--- config.mk ---
export PLATFORM = sky130hd
export DESIGN_NAME = cpu_branch_update_sched_flat
export DESIGN_NICKNAME = d
export VERILOG_FILES = /design/src/rtl/cpu_branch_update_sched_if.sv /design/src/rtl/cpu_branch_update_sched.sv /design/src/flat_wrapper.sv
export SDC_FILE = /design/constraint.sdc
export NUM_CORES = 1
export LEC_CHECK = 0
export CAP_MARGIN = 5
export CORE_MARGIN = 10
export CORE_UTILIZATION = 45
export CTS_BUF_LIST = sky130_fd_sc_hd__clkbuf_2
export CTS_CLUSTER_SIZE = 12
export DETAILED_ROUTE_END_ITERATION = 16
export HOLD_SLACK_MARGIN = 0.05
export PLACE_DENSITY_LB_ADDON = 0.12
export SYNTH_ARGS = -nofsm -noshare
export SYNTH_HDL_FRONTEND = slang
export SYNTH_SLANG_ARGS = --single-unit
--- constraint.sdc ---
create_clock -name clk -period 2.3 [get_ports clk]
set_input_delay 0.69 -clock clk [delete_from_list [all_inputs] [get_ports clk]]
set_output_delay 0.69 -clock clk [all_outputs]
set_load 0.02 [all_outputs]
--- src/rtl/cpu_branch_update_sched_if.sv ---
// Handshake bundle between the two branch requesters and the
// predictor update scheduler.
interface cpu_branch_update_sched_if #(
  parameter int XLEN  = 32,
  parameter int DEPTH = 4
);
  logic                   req0_valid;
  logic [XLEN-1:0]        req0_addr;
  logic                   req0_taken;
  logic                   req0_ready;
  logic                   req1_valid;
  logic [XLEN-1:0]        req1_addr;
  logic                   req1_taken;
  logic                   req1_ready;
  logic                   hold;
  logic                   flush;
  logic                   update;
  logic [XLEN-1:0]        update_addr;
  logic                   update_taken;
  logic [$clog2(DEPTH):0] pending;

  modport master (
    output req0_valid, req0_addr, req0_taken,
    input  req0_ready,
    output req1_valid, req1_addr, req1_taken,
    input  req1_ready,
    output hold, flush,
    input  update, update_addr, update_taken, pending
  );

  modport slave (
    input  req0_valid, req0_addr, req0_taken,
    output req0_ready,
    input  req1_valid, req1_addr, req1_taken,
    output req1_ready,
    input  hold, flush,
    output update, update_addr, update_taken, pending
  );
endinterface

--- src/rtl/cpu_branch_update_sched.sv ---
// Round-robin arbiter plus FIFO feeding the branch predictor's
// single update port, one update per cycle, with hold and flush.
module cpu_branch_update_sched #(
  parameter int XLEN  = 32,
  parameter int DEPTH = 4
) (
  input logic clk,
  input logic rst_n,
  cpu_branch_update_sched_if.slave bus
);
  localparam int AW = $clog2(DEPTH);
  localparam int CW = AW + 1;

  typedef logic [XLEN:0] entry_t;

  entry_t        mem [DEPTH];
  logic [AW-1:0] rd_ptr;
  logic [AW-1:0] wr_ptr;
  logic [CW-1:0] count;
  logic          prio;

  logic   deq;
  logic   space;
  logic   open;
  logic   grant0;
  logic   grant1;
  logic   enq;
  entry_t wdata;

  // rst_n gates the grants so nothing is accepted while reset is held
  always_comb begin
    deq    = (count != '0) && !bus.hold && !bus.flush;
    space  = (count < CW'(DEPTH)) || deq;
    open   = space && !bus.flush && rst_n;
    grant0 = open && bus.req0_valid
             && (!bus.req1_valid || !prio);
    grant1 = open && bus.req1_valid
             && (!bus.req0_valid || prio);
    enq    = grant0 || grant1;
    wdata  = '0;
    unique case (1'b1)
      grant1:  wdata = {bus.req1_addr, bus.req1_taken};
      default: wdata = {bus.req0_addr, bus.req0_taken};
    endcase
  end

  assign bus.req0_ready   = grant0;
  assign bus.req1_ready   = grant1;
  assign bus.update       = deq;
  assign bus.update_addr  = mem[rd_ptr][XLEN:1];
  assign bus.update_taken = mem[rd_ptr][0];
  assign bus.pending      = count;

  always_ff @(posedge clk) begin
    if (enq) mem[wr_ptr] <= wdata;
  end

  always_ff @(posedge clk or negedge rst_n) begin
    if (!rst_n) begin
      rd_ptr <= '0;
      wr_ptr <= '0;
      count  <= '0;
      prio   <= 1'b0;
    end else if (bus.flush) begin
      rd_ptr <= '0;
      wr_ptr <= '0;
      count  <= '0;
    end else begin
      if (enq) wr_ptr <= wr_ptr + 1'b1;
      if (deq) rd_ptr <= rd_ptr + 1'b1;
      count <= count
               + {{AW{1'b0}}, enq}
               - {{AW{1'b0}}, deq};
      if (grant0) prio <= 1'b1;
      else if (grant1) prio <= 1'b0;
    end
  end
endmodule

--- src/flat_wrapper.sv ---
// flat-port wrapper written by rule: the top's interface ports become plain ports
module cpu_branch_update_sched_flat 
#(
  parameter int XLEN  = 32,
  parameter int DEPTH = 4
)
  (clk, rst_n, bus_req0_valid, bus_req0_addr, bus_req0_taken, bus_req0_ready, bus_req1_valid, bus_req1_addr, bus_req1_taken, bus_req1_ready, bus_hold, bus_flush, bus_update, bus_update_addr, bus_update_taken, bus_pending);
  cpu_branch_update_sched_if #(.XLEN(XLEN), .DEPTH(DEPTH)) bus_i ();
  input logic clk;
  input logic rst_n;
  input wire logic [$bits(bus_i.req0_valid)-1:0] bus_req0_valid;
  input wire logic [$bits(bus_i.req0_addr)-1:0] bus_req0_addr;
  input wire logic [$bits(bus_i.req0_taken)-1:0] bus_req0_taken;
  output wire logic [$bits(bus_i.req0_ready)-1:0] bus_req0_ready;
  input wire logic [$bits(bus_i.req1_valid)-1:0] bus_req1_valid;
  input wire logic [$bits(bus_i.req1_addr)-1:0] bus_req1_addr;
  input wire logic [$bits(bus_i.req1_taken)-1:0] bus_req1_taken;
  output wire logic [$bits(bus_i.req1_ready)-1:0] bus_req1_ready;
  input wire logic [$bits(bus_i.hold)-1:0] bus_hold;
  input wire logic [$bits(bus_i.flush)-1:0] bus_flush;
  output wire logic [$bits(bus_i.update)-1:0] bus_update;
  output wire logic [$bits(bus_i.update_addr)-1:0] bus_update_addr;
  output wire logic [$bits(bus_i.update_taken)-1:0] bus_update_taken;
  output wire logic [$bits(bus_i.pending)-1:0] bus_pending;
  assign bus_i.req0_valid = bus_req0_valid;
  assign bus_i.req0_addr = bus_req0_addr;
  assign bus_i.req0_taken = bus_req0_taken;
  assign bus_req0_ready = bus_i.req0_ready;
  assign bus_i.req1_valid = bus_req1_valid;
  assign bus_i.req1_addr = bus_req1_addr;
  assign bus_i.req1_taken = bus_req1_taken;
  assign bus_req1_ready = bus_i.req1_ready;
  assign bus_i.hold = bus_hold;
  assign bus_i.flush = bus_flush;
  assign bus_update = bus_i.update;
  assign bus_update_addr = bus_i.update_addr;
  assign bus_update_taken = bus_i.update_taken;
  assign bus_pending = bus_i.pending;
  cpu_branch_update_sched #(.XLEN(XLEN), .DEPTH(DEPTH)) u_core (.clk(clk), .rst_n(rst_n), .bus(bus_i));
endmodule
==> flow_summary.toml, run 1 <==
[outcome]
status = "finished with violations"
violations = "negative setup slack"

[global_route]
grt_max_degree = 34
grt_pass1_wl_mm = 18.4
overflow = 0
grt_pass1_vias = 3386
grt_usage = 0.135
antenna_found_initial = 1

[logic_synthesis]
yosys_warnings = 0
muxShareOfSynthArea = 0.214
synth_fa_ha_area_frac = 0.0163
syn_area_um2 = 5820
synth-simple-area-share = 0.0194
seq_area_frac_synth = 0.716
synth.net_count = 342
synth.avg_cell_area_um2 = 22.1
synth_top_family_by_area = "multiplexers"
synth-edff-count = 132
ys_seq_elements = 140
synth_xor_area_frac = 0.00301
synth_compound_gate_area_share = 0.0118
synthCells = 263
synth_cell_types = 29
async_flop_share = 0.0571
yosys_most_used_dff = "edfxtp_1"

[worst_setup_path]
path_max_fanout = 6
crit_chain = "buf_4, clkbuf_16, mux4_2, buf_2"
start_kind = "register"
r2r_start = "u_core.bus.pending[2]"
reg2reg_slack_ns = 0.11
crit_buf_inv = 3
cp_data_arrival_time_ns = 2.07
cp.depth = 4
slowest_stage = "mux4_2"
path_delay_family = "multiplexers"
crit_path_end_kind = "primary output"
r2r_cells = 12
critPathMaxStageDelay_ns = 0.49
cp_data_required_time_ns = 1.61
r2r_end = "u_core.bus.pending[2]"
path_class = "register to primary output"

[clock_tree]
cts_root_buffer = "clkbuf_2"
clkLatencyLatePin_ns = 0.67
cts_buffers = 17
clk_pin_slew_ns = 0.17
ctsHtreeMaxLevel = 4
clock_sinks = 140
cts_tree = "built"
cts_buffer_depth = 2

[routing]
wl_mm = 11.7
avgViaCountPerCell = 5.04
wl_per_cell_um = 19.4
drc = 0
first_pass_iters = 4
antenna_left = 0
dr.first_iter.drc_count = 118
dr_total_vias = 3045

[finish]
area_growth_pct = 33.4
nFillCells = 936
finalNonFillerCells = 604
fin_nets = 497
drive_above_1_share = 0.434

[sta]
period_share = 1.20
period_minus_slack_ns = 2.76
maxSlewHeadroom = 0.574
rsz0062_at_grt = "yes"
max_freq_mhz = 362
setup_viol = 36
worst_pin_slew_ns = 0.638
setup-tns-final_ns = -13.80
slew_viol_final = 0
hold_viol = 0
fin_worst_skew_ns = 0.0256
worst_slack_ns = -0.462

[die]
dieArea_um2 = 17900
core_area_um2 = 12600
fp.dieH_um = 134
initial_utilization = 0.461
rows = 41
io_pins = 111
die_w_um = 134

[hold_path]
min_path_cells = 3
min-delay-start = "bus_flush"
hp-class = "input pin to register"
hold_end = "u_core.rd_ptr[1]"

[power]
ir_worst_vdd_uv = 373
cellLeakagePower_nw = 2.81
power.density_nw_per_um2 = 778

[place]
portBuffers = 110
gp_congestion = 0.712
dp_hpwl_mm = 7.81
placed_cells = 559

[run]
max-cap-violations = 0
[sequential cells by signal, indices dropped and copies added, names as in the netlist]
signal / flops
u_core.bus.pending: 3
u_core.wr_ptr: 2
u_core.rd_ptr: 2
u_core.mem: 132
u_core.prio: 1
[Yosys cell counts, drive strengths merged, types with 2 or more instances]
cell / n / area share
a21oi: 2 / 0.0017
a31oi: 2 / 0.0022
and2: 5 / 0.0054
buf: 12 / 0.015
dfrtp: 8 / 0.034
edfxtp: 132 / 0.68
ha: 6 / 0.013
inv: 7 / 0.0045
mux2: 34 / 0.085
mux4: 33 / 0.13
nand2: 2 / 0.0013
nand2b: 2 / 0.0022
nor2: 3 / 0.0019
nor3: 2 / 0.0017
o21ai: 2 / 0.0017
or3: 2 / 0.0022
[metal layers]
layer	vias up	part of all wire	global-route usage
met5	-	0	0
met4	0	0.012	0.0435
met3	13	0.052	0.0515
met2	89	0.51	0.224
met1	1552	0.42	0.159
li1	1391	-	-
[timing repair]
action | 4_1_cts | 5_1_grt
endpoints found under the setup margin | 39 | 39
cloned | 1 | 1
buffers inserted | 5 | 4
hold buffers | 1 | 0
gates resized for setup | 194 | 21
endpoints found under the hold margin | 8 | 0
pin swaps | 2 | 1
[metrics by stage]
| step | hold slack (ns) | instance area (µm²) | total power, mW | worst slack, ns | util |
|---|---|---|---|---|---|
| 2_1_floorplan | 0.394 | 5830 | 3.90 | -0.0933 | - |
| 3_3_place_gp | 0.538 | 7420 | 4.62 | -0.663 | 0.588 |
| 3_5_place_dp | 0.557 | 7420 | 4.65 | -0.689 | 0.588 |
| 4_1_cts | 0.500 | 7660 | 6.02 | -0.556 | 0.607 |
| 5_1_grt | 0.485 | 7760 | 6.35 | -0.607 | 0.615 |
| 6_report | 0.560 | 7760 | 6.04 | -0.462 | 0.615 |
[how the worst max path moves through the flow]
stage | from | to | slack [ns]
floorplan | bus_flush | u_core.bus.pending[2] | -0.09
global placement | rst_n | bus_req0_ready | -0.66
global route | u_core.rd_ptr[0] | bus_update_addr[14] | -0.61
finish | u_core.rd_ptr[0] | bus_update_addr[0] | -0.46
detailed placement | rst_n | bus_req0_ready | -0.69
CTS | u_core.rd_ptr[0] | bus_update_addr[14] | -0.56
[layout by cell type, fill, tap and decap left out, drive strengths merged, types with 2 or more instances in the layout]
cell	Yosys	final
a21oi	2	2
mux4	33	33
clkinvlp	0	2
dfrtp	8	8
and2	5	5
clkbuf	0	23
nor3	2	2
mux2	34	34
nor2	3	3
buf	12	72
clkinv	0	8
dlygate4sd2	0	4
a31oi	2	2
clkdlybuf4s50	0	68
edfxtp	132	132
nand2	2	2
o21ai	2	2
ha	6	6
inv	7	7
bufinv	0	2
or3	2	2
nand2b	2	2
[cells by family after synthesis]
kind of cell               Yosys count
and+or+nand+nor                     19
muxes                               68
buffers and inverters               19
adders and majority gates            7
DFF                                140
xor gates and xnor gates             2
AOI/OAI and AO/OA                    8
[area by class of cell]
cell class,instances,area [µm²],area share
antenna,1,2.50,0.000322
clock buffer,20,100,0.0129
clock inverter,12,124,0.0160
inverter,7,26.3,0.00339
multi-input combinational,104,1580,0.203
sequential,140,4170,0.537
tap,172,215,0.0277
timing repair buffer,148,1550,0.200
[worst register-to-register path, stage by stage, from the launching register on]
cell	delay, ns
dfrtp_1	0.42
buf_6	0.13
buf_6	0.11
nor3_4	0.14
nor3_2	0.07
buf_4	0.13
ha_1	0.26
inv_1	0.06
ha_1	0.14
inv_1	0.05
fa_1	0.38
xnor2_1	0.17
nor2_1	0.05
[power by group]
group,switching (mW),leakage [nW],total (mW),internal [mW]
sequential,0.0588,1.30,2.98,2.92
clock,0.839,0.139,1.34,0.502
combinational,0.760,1.38,1.72,0.956
total,1.66,2.81,6.04,4.38
Power figures use the tool's default switching activity.
==> run 2: changes to the inputs <==
- REMOVE_ABC_BUFFERS: not set -> 1
==> flow_summary.toml, run 2 (synthesis results as in run 1) <==
[global_route]
grt_pass1_wl_mm = 18.3
met2_usage = 0.221
grt_usage = 0.133
grt_pass1_vias = 3403
grt_util_met1 = 0.156
overflow = 0
grt_max_degree = 34
antenna_found_initial = 0
use_met3 = 0.0485
gr-max-usage-layer = "met2"

[worst_setup_path]
path_delay_family = "multiplexers"
critPathMaxStageDelay_ns = 0.54
crit_chain = "buf_4, buf_12, mux4_2, buf_6"
start_kind = "register"
reg2reg_slack_ns = 0.21
crit_buf_inv = 3
cp_data_required_time_ns = 1.61
crit_path_end_kind = "primary output"
path_max_fanout = 9
slowest_stage = "mux4_2"
cp_data_arrival_time_ns = 2.03
path_class = "register to primary output"

[die]
fp.dieH_um = 134
rows = 41
die_w_um = 134
core_area_um2 = 12600
dieArea_um2 = 17900
io_pins = 111
initial_utilization = 0.461

[clock_tree]
clock_sinks = 140
cts_buffer_depth = 2
clk_pin_slew_ns = 0.19
clkLatencyLatePin_ns = 0.66
cts_tree = "built"
cts_buffers = 17
cts_root_buffer = "clkbuf_2"
ctsHtreeMaxLevel = 4

[power]
power.density_nw_per_um2 = 789
total_power_mw = 6.20
cellLeakagePower_nw = 2.86
ir_worst_vdd_uv = 399

[sta]
slew_viol_final = 0
setup_viol = 36
setup-tns-final_ns = -12.99
maxSlewHeadroom = 0.587
max_freq_mhz = 368
period_share = 1.18
worst_slack_ns = -0.417
hold_ws_ns = 0.572
period_minus_slack_ns = 2.72
worst_pin_slew_ns = 0.620
rsz0062_at_grt = "yes"
hold_viol = 0
fin_worst_skew_ns = 0.0299

[routing]
antenna_left = 0
drc = 0
avgViaCountPerCell = 4.99
dr_total_vias = 3023
wl_per_cell_um = 18.8
dr.first_iter.drc_count = 172
wl_mm = 11.4
first_pass_iters = 4

[run]
max-cap-violations = 0

[outcome]
violations = "negative setup slack"
status = "finished with violations"

[place]
portBuffers = 110
dp_hpwl_mm = 8.08
gp_congestion = 0.724
dpl_worst_slack_ns = -0.678

[hold_path]
hp-class = "register to register"

[finish]
final_cell_mix = "edfxtp_1, clkdlybuf4s50_1, buf_6, mux4_2, mux2_4"
max_flop_register = "u_core.mem"
antenna_cells = 0
drive_above_1_share = 0.442
area_growth_pct = 35.0
layout_commonest_cell = "edfxtp_1"
largest_register_ffs = 132
nFillCells = 954
final_core_utilization = 0.622
fin_nets = 500
run 2: changes by cell type in the layout (fill, tap and decap cells not counted), moves of 2 or more:
cell	change
buf_6	+11
buf_2	-9
buf_4	+4
clkbuf_2	-3
clkinv_1	-2
inv_6	+2
run 2: stage by stage:
stage	area [µm²]	cells
3_5_place_dp	7420	564
5_1_grt	7850	606
2_1_floorplan	5730	251
6_report	7850	606
4_1_cts	7870	606
3_3_place_gp	7420	564
run 2: final cells by class:
cell class,instances,area [µm²],share of cell area
multi-input cells,104,1580,0.201
clock inverters,13,166,0.0212
repair buffers,151,1610,0.205
inverters,7,26.3,0.00335
flip-flops and latches,140,4170,0.531
clock buffers,19,95.1,0.0121
well taps,172,215,0.0274
run 2: report_power, final:
part	internal [mW]	total [mW]	switching (mW)	leakage [nW]
clock	0.621	1.49	0.865	0.151
sequential	2.93	2.98	0.0568	1.30
combinational	0.977	1.73	0.753	1.41
run 2: path summary, 6_finish.rpt:
path / startpoint / end / cells after the start
max: u_core.rd_ptr[0] / bus_update_addr[17] / 4
min: u_core.wr_ptr[0] / u_core.wr_ptr[0] / 1
max reg2reg: u_core.bus.pending[2] / u_core.bus.pending[2] / 11
min reg2reg: u_core.wr_ptr[0] / u_core.wr_ptr[0] / 1
max in group asynchronous: rst_n / u_core.rd_ptr[0] / 3
min in group asynchronous: rst_n / u_core.bus.pending[2] / 3
run 2: repair_timing:
action	CTS	global route
resized for setup	240	7
hold buffers	1	0
pin swaps	1	2
cloned	1	0
setup endpoints to repair	39	38
hold endpoints to repair	8	0
buffers inserted	8	2
run 2: worst register-to-register path: cells and delay by family, from the launching register on:
| kind | cells | cell delay, ns |
|---|---|---|
| buf+inv | 4 | 0.40 |
| xor+xnor | 1 | 0.17 |
| flops | 1 | 0.44 |
| fa+ha+maj | 3 | 0.77 |
| simple gates | 3 | 0.26 |
run 2: layer usage:
layer | up-vias | part of all wire
met5 | - | 0
met2 | 91 | 0.51
li1 | 1395 | -
met3 | 13 | 0.060
met4 | 0 | 0.012
met1 | 1524 | 0.42
